File: src/rtl/addr_sequencer_if.sv
// Burst request / address-strobe bundle between a requester and the
// address sequencer. The requester owns the request fields and the
// downstream stall; the sequencer owns the handshake reply and the
// decoder-facing address strobe and status pulses.
interface addr_sequencer_if;
   logic       req_valid;
   logic       req_ready;
   logic [3:0] req_start;
   logic [4:0] req_len;
   logic       req_dir;
   logic       stall;
   logic       enable;
   logic [3:0] addr;
   logic       busy;
   logic       done;
   logic       err;

   modport master (
      output req_valid, req_start, req_len, req_dir, stall,
      input  req_ready, enable, addr, busy, done, err
   );

   modport slave (
      input  req_valid, req_start, req_len, req_dir, stall,
      output req_ready, enable, addr, busy, done, err
   );
endinterface

File: src/rtl/addr_sequencer.sv
// Address burst sequencer feeding a 4-to-16 decoder. A request names a
// start address, a length and a direction; the block then walks the
// address up or down (wrapping modulo 16), raising enable for exactly
// req_len un-stalled cycles, and finishes with a one-cycle done pulse.
// Requests of length 0 or longer than BURST_MAX are rejected with a
// one-cycle err pulse and never leave IDLE.
module addr_sequencer #(
   parameter int BURST_MAX = 16
) (
   input logic             clk,
   input logic             rst,
   addr_sequencer_if.slave bus
);

   typedef enum logic [1:0] {IDLE, RUN, DONE} state_t;

   state_t     state;
   state_t     next_state;
   logic [3:0] addr_q;
   logic [4:0] remaining;
   logic       dir_q;
   logic       err_q;
   logic       accept;
   logic       legal;
   logic       step;

   // Handshake only happens in IDLE, so req_valid elsewhere is ignored.
   assign accept = bus.req_valid && (state == IDLE);
   assign legal  = (bus.req_len != 5'd0) && (bus.req_len <= 5'(BURST_MAX));
   // An address is issued (and the burst advances) on every un-stalled RUN cycle.
   assign step   = (state == RUN) && !bus.stall;

   // State register; reset discards any burst in flight.
   always_ff @(posedge clk or posedge rst) begin
      if (rst) begin
         state <= IDLE;
      end else begin
         state <= next_state;
      end
   end

   // Next-state decode and decoder-facing outputs, all derived from the state.
   always_comb begin
      next_state    = state;
      bus.req_ready = 1'b0;
      bus.enable    = 1'b0;
      bus.busy      = 1'b0;
      bus.done      = 1'b0;
      bus.addr      = addr_q;
      bus.err       = err_q;
      case (state)
         IDLE: begin
            bus.req_ready = 1'b1;
            if (accept && legal) begin
               next_state = RUN;
            end
         end
         RUN: begin
            bus.busy   = 1'b1;
            bus.enable = !bus.stall;
            if (step && (remaining == 5'd1)) begin
               next_state = DONE;
            end
         end
         DONE: begin
            bus.done   = 1'b1;
            next_state = IDLE;
         end
         default: begin
            next_state = IDLE;
         end
      endcase
   end

   // Burst datapath: load on legal acceptance, step and count down when
   // not stalled, and flag a rejected request for exactly one cycle.
   always_ff @(posedge clk or posedge rst) begin
      if (rst) begin
         addr_q    <= 4'd0;
         remaining <= 5'd0;
         dir_q     <= 1'b0;
         err_q     <= 1'b0;
      end else begin
         err_q <= accept && !legal;
         if (accept && legal) begin
            addr_q    <= bus.req_start;
            remaining <= bus.req_len;
            dir_q     <= bus.req_dir;
         end else if (step) begin
            addr_q    <= dir_q ? (addr_q - 4'd1) : (addr_q + 4'd1);
            remaining <= remaining - 5'd1;
         end
      end
   end

endmodule

File: src/flat_wrapper.sv
// flat-port wrapper written by rule: the top's interface ports become plain ports
module addr_sequencer_flat 
#(
   parameter int BURST_MAX = 16
)
  (clk, rst, bus_req_valid, bus_req_start, bus_req_len, bus_req_dir, bus_stall, bus_req_ready, bus_enable, bus_addr, bus_busy, bus_done, bus_err);
  addr_sequencer_if bus_i ();
  input logic clk;
  input logic rst;
  input wire logic [$bits(bus_i.req_valid)-1:0] bus_req_valid;
  input wire logic [$bits(bus_i.req_start)-1:0] bus_req_start;
  input wire logic [$bits(bus_i.req_len)-1:0] bus_req_len;
  input wire logic [$bits(bus_i.req_dir)-1:0] bus_req_dir;
  input wire logic [$bits(bus_i.stall)-1:0] bus_stall;
  output wire logic [$bits(bus_i.req_ready)-1:0] bus_req_ready;
  output wire logic [$bits(bus_i.enable)-1:0] bus_enable;
  output wire logic [$bits(bus_i.addr)-1:0] bus_addr;
  output wire logic [$bits(bus_i.busy)-1:0] bus_busy;
  output wire logic [$bits(bus_i.done)-1:0] bus_done;
  output wire logic [$bits(bus_i.err)-1:0] bus_err;
  assign bus_i.req_valid = bus_req_valid;
  assign bus_i.req_start = bus_req_start;
  assign bus_i.req_len = bus_req_len;
  assign bus_i.req_dir = bus_req_dir;
  assign bus_i.stall = bus_stall;
  assign bus_req_ready = bus_i.req_ready;
  assign bus_enable = bus_i.enable;
  assign bus_addr = bus_i.addr;
  assign bus_busy = bus_i.busy;
  assign bus_done = bus_i.done;
  assign bus_err = bus_i.err;
  addr_sequencer #(.BURST_MAX(BURST_MAX)) u_core (.clk(clk), .rst(rst), .bus(bus_i));
endmodule
File: config.mk
export PLATFORM = sky130hd
export DESIGN_NAME = addr_sequencer_flat
export DESIGN_NICKNAME = d
export VERILOG_FILES = /design/src/rtl/addr_sequencer_if.sv /design/src/rtl/addr_sequencer.sv /design/src/flat_wrapper.sv
export SDC_FILE = /design/constraint.sdc
export NUM_CORES = 1
export LEC_CHECK = 0
export ABC_AREA = 1
export BUFFER_PORTS_ARGS = -buffer_cell sky130_fd_sc_hd__buf_4
export CORE_MARGIN = 2
export CORE_UTILIZATION = 25
export CTS_CLUSTER_DIAMETER = 200
export DETAILED_ROUTE_END_ITERATION = 10
export PLACE_DENSITY = 0.54
export SETUP_SLACK_MARGIN = 0.1
export SYNTH_ARGS = -nofsm -noshare
export SYNTH_HDL_FRONTEND = slang
export SYNTH_SLANG_ARGS = --single-unit
File: constraint.sdc
create_clock -name clk -period 1.3 [get_ports clk]
set_input_delay 0.195 -clock clk [delete_from_list [all_inputs] [get_ports clk]]
set_output_delay 0.195 -clock clk [all_outputs]
set_load 0.02 [all_outputs]
==> reports/metrics.cfg <==
[run_status]
result_of_the_run=finished, violations left
violations=setup timing

[clock_network]
cts_max_level=1
cts_buf_count=3
cts_root_buffer=clkbuf_4
tritoncts=yes
clk_pin_slew_worst_setup_hold_paths_ps=100
cts_num_sinks=13
clockBufferDepth=2
latest_clock_arrival_within_the_worst_skew_pair_ps=290

[floorplan]
ioPinCount=23
floorplan.die_area_sq_mm=0.00401
core.rowCount=21
placeableCoreArea_sq_mm=0.00336
die_y_um=63.3
die_w_um=63.3
initial_utilization_pct=26.2

[layout]
antenna_cells_inserted=0
finalNetCount=180
finalCoreUtilization_pct=42.7
final_layout_size_suffix_gt1_share_pct=51.2
post_layout_nonfiller_instances=206
synthToLayoutAreaGrowth_pct=63.3
fillCellCount=371

[synth]
synth_top_cells_by_count=nand2_1 (31), nand3_1 (19), inv_1 (14)
post_synth_and_or_nand_nor_area_fraction_pct=37.8
ys_top_cells_by_area=dfrtp_1 (37%), nand2_1 (13%), nand3_1 (11%), inv_1 (6.0%), ha_1 (5.7%)
synthesis.area_sq_um=880
number_of_instances_in_the_synthesized_netlist=115
post_synthesis_adder_cell_area_fraction_pct=7.97
post-synth-top-area-fraction_pct=37.0
yosysWarnings=0
synth_top_cell_by_area=dfrtp_1
sequential_element_share_of_the_synthesized_area_pct=37.0
synth-compound-area-share_pct=2.99
synth_edf_count=0
main_combinational_cell_family_by_area_after_synthesis=simple AND/OR/NAND/NOR gates
post_synth_xor_area_fraction_pct=3.98
netlist-cell-type-count=22
synthesis.nets=134
synth-async-reset-ratio_pct=100
yosys-mux-area-fraction_pct=0
synth.ff_latch_count=13
synth-main-ff-cell=dfrtp_1
synthMostInstantiatedCell=nand2_1
syn-mean-instance-area_sq_um=7.65

[drt]
detail_route.iter0.violations=9
antenna_violating_nets_post_route=0
routed-via-count=874
wl_per_cell_um=10.9
route.detailed.vias_per_inst=4.24
drt_pass1_iterations=4
drc=0
route.final.wire_length_um=2250

[sta]
max_freq_ghz=0.733
report.final.hold_viol_count=0
period_share_pct=105
finalCriticalPeriod_ps=1360
finalMaxSlewViolations=0
worst_clock_skew_ps=12.0
worstMarginPinSlew_ps=534
finalWorstSetupSlack_ps=-64.8
setup_viol=7
slew-limit-headroom_pct=64.3
rsz0062_at_grt=true

[worst_setup_path]
reg2reg_from=u_core.state[1]
critical_path.slowest_cell=dfrtp_2
cp_max_fo=6
crit_path_start=u_core.state[1]
critical-path-max-stage-delay_ps=450
critical_path.endpoint_type=flop
setup.worst_path.class=flop to flop
critPathRequiredTime_ps=1470
cp-start-kind=flop
crit_path_cell_trace=buf_6 > nor2_4 > nand2_2 > inv_4 > nand2_8 > buf_4 > nand3_2 > nand3_1
cp.arrival_ps=1540

[placed_design]
count_of_input_and_output_buffers=22
dpl.cell_count=190
gp_routability_congestion=0.742
post-dp-hpwl_um=1580

[worst_hold_path]
hold_path.startpoint=bus_req_len[0]
timing.hold.worst.class=primary input to flop

[power_and_ir_drop]
power_density_mw_per_mm2=2150
p_leak_nw=0.721
worst_ir_drop_vdd_mv=1.11

[global_route]
first_global_vias=811
wire_length_of_the_first_global_routing_pass_um=3600
largest_net_degree_at_the_start_of_global_routing=14
globalRouteMet3Util_pct=2.14
initial_antenna_violation_count=0
grt_use_met2_pct=20.1
grt.met1_usage_pct=14.4
global_route.usage.total_pct=11.6
gr_peak_layer=met2
gr-total-overflow=0

[job]
timing.max_cap.violations=0

==> worst paths after layout <==
| path | to | slack [ps] | cells past startpoint |
|---|---|---|---|
| worst max-delay path | u_core.remaining[2] | -60 | 8 |
| worst min-delay path | u_core.remaining[0] | 110 | 3 |
| worst max register to register | u_core.remaining[2] | -60 | 8 |
| worst min register to register | u_core.remaining[1] | 560 | 2 |
| max in group asynchronous | u_core.bus.addr[0] | 430 | 3 |
| min in group asynchronous | u_core.state[0] | 490 | 3 |
==> metal layers <==
metal	wire, um	vias up
li1	-	450
met1	960	409
met2	1180	13
met3	92	2
met4	13	0
met5	0	-
==> final cells by class <==
| class | count | area [sq um] | area share (%) |
|---|---|---|---|
| multi-input combinational | 83 | 563 | 39.2 |
| timing repair buffer | 42 | 367 | 25.5 |
| sequential | 13 | 332 | 23.1 |
| inverter | 18 | 90.1 | 6.27 |
| tap | 46 | 57.6 | 4.01 |
| clock buffer | 3 | 22.5 | 1.57 |
| clock inverter | 1 | 5.00 | 0.348 |
==> repair_timing <==
item,in CTS,in global routing
endpoints found under the hold margin,13,0
setup endpoints to repair,16,17
gates resized for setup,14,18
cloned,1,0
hold buffers,1,0
setup buffers,7,3
pin swaps,5,5
==> stage by stage <==
stage	hold slack [ps]	TNS [ps]	worst slack, ps	power [mW]	area, sq um
finish	110	-297	-64.8	3.09	1440
global route	114	-1170	-147	3.38	1440
CTS	111	-262	-53.5	2.99	1360
detailed placement	285	-38.2	-33.6	2.50	1210
global placement	282	0	5.54	2.46	1210
floorplan	71.7	0	15.4	1.98	940
==> worst max-delay path, delay by kind of cell, from the launching register on <==
kind | cells | cell delay, ps
buf+inv | 3 | 400
flops | 1 | 450
simple gates | 5 | 400
==> placed cells by master (no fill, tap or decap), drive strengths merged <==
master and instances:
dlygate4sd3 1, nand3 20, clkbuf 3, dfrtp 13, o31ai 1, fa 1
clkinv 2, or2 3, o21ai 3, inv 17, xor2 3, nor3 1
ha 4, buf 41, nor2 9, nand2 37, xnor2 1
==> flip-flops by register name, indices dropped and copies added, names as in the netlist <==
name	flops
u_core.dir_q	1
u_core.bus.addr	4
u_core.bus.err	1
u_core.remaining	5
u_core.state	2
==> power by group <==
part	internal [mW]	switching, mW	leakage [nW]
registers	0.597	0.187	0.153
clock network	0.114	0.162	0.0177
logic	1.02	1.00	0.551
total	1.73	1.35	0.721
==> cells by family (layout without fill, tap and decap cells) <==
group                    Yosys count  after routing
AND/OR/NAND/NOR                   69             70
buffers and inverters             20             64
flip-flops                        13             13
adder cells (fa/ha/maj)            5              5
AO/OA/AOI/OAI                      4              4
XOR/XNOR                           4              4
(Power assumes the default switching activity.)
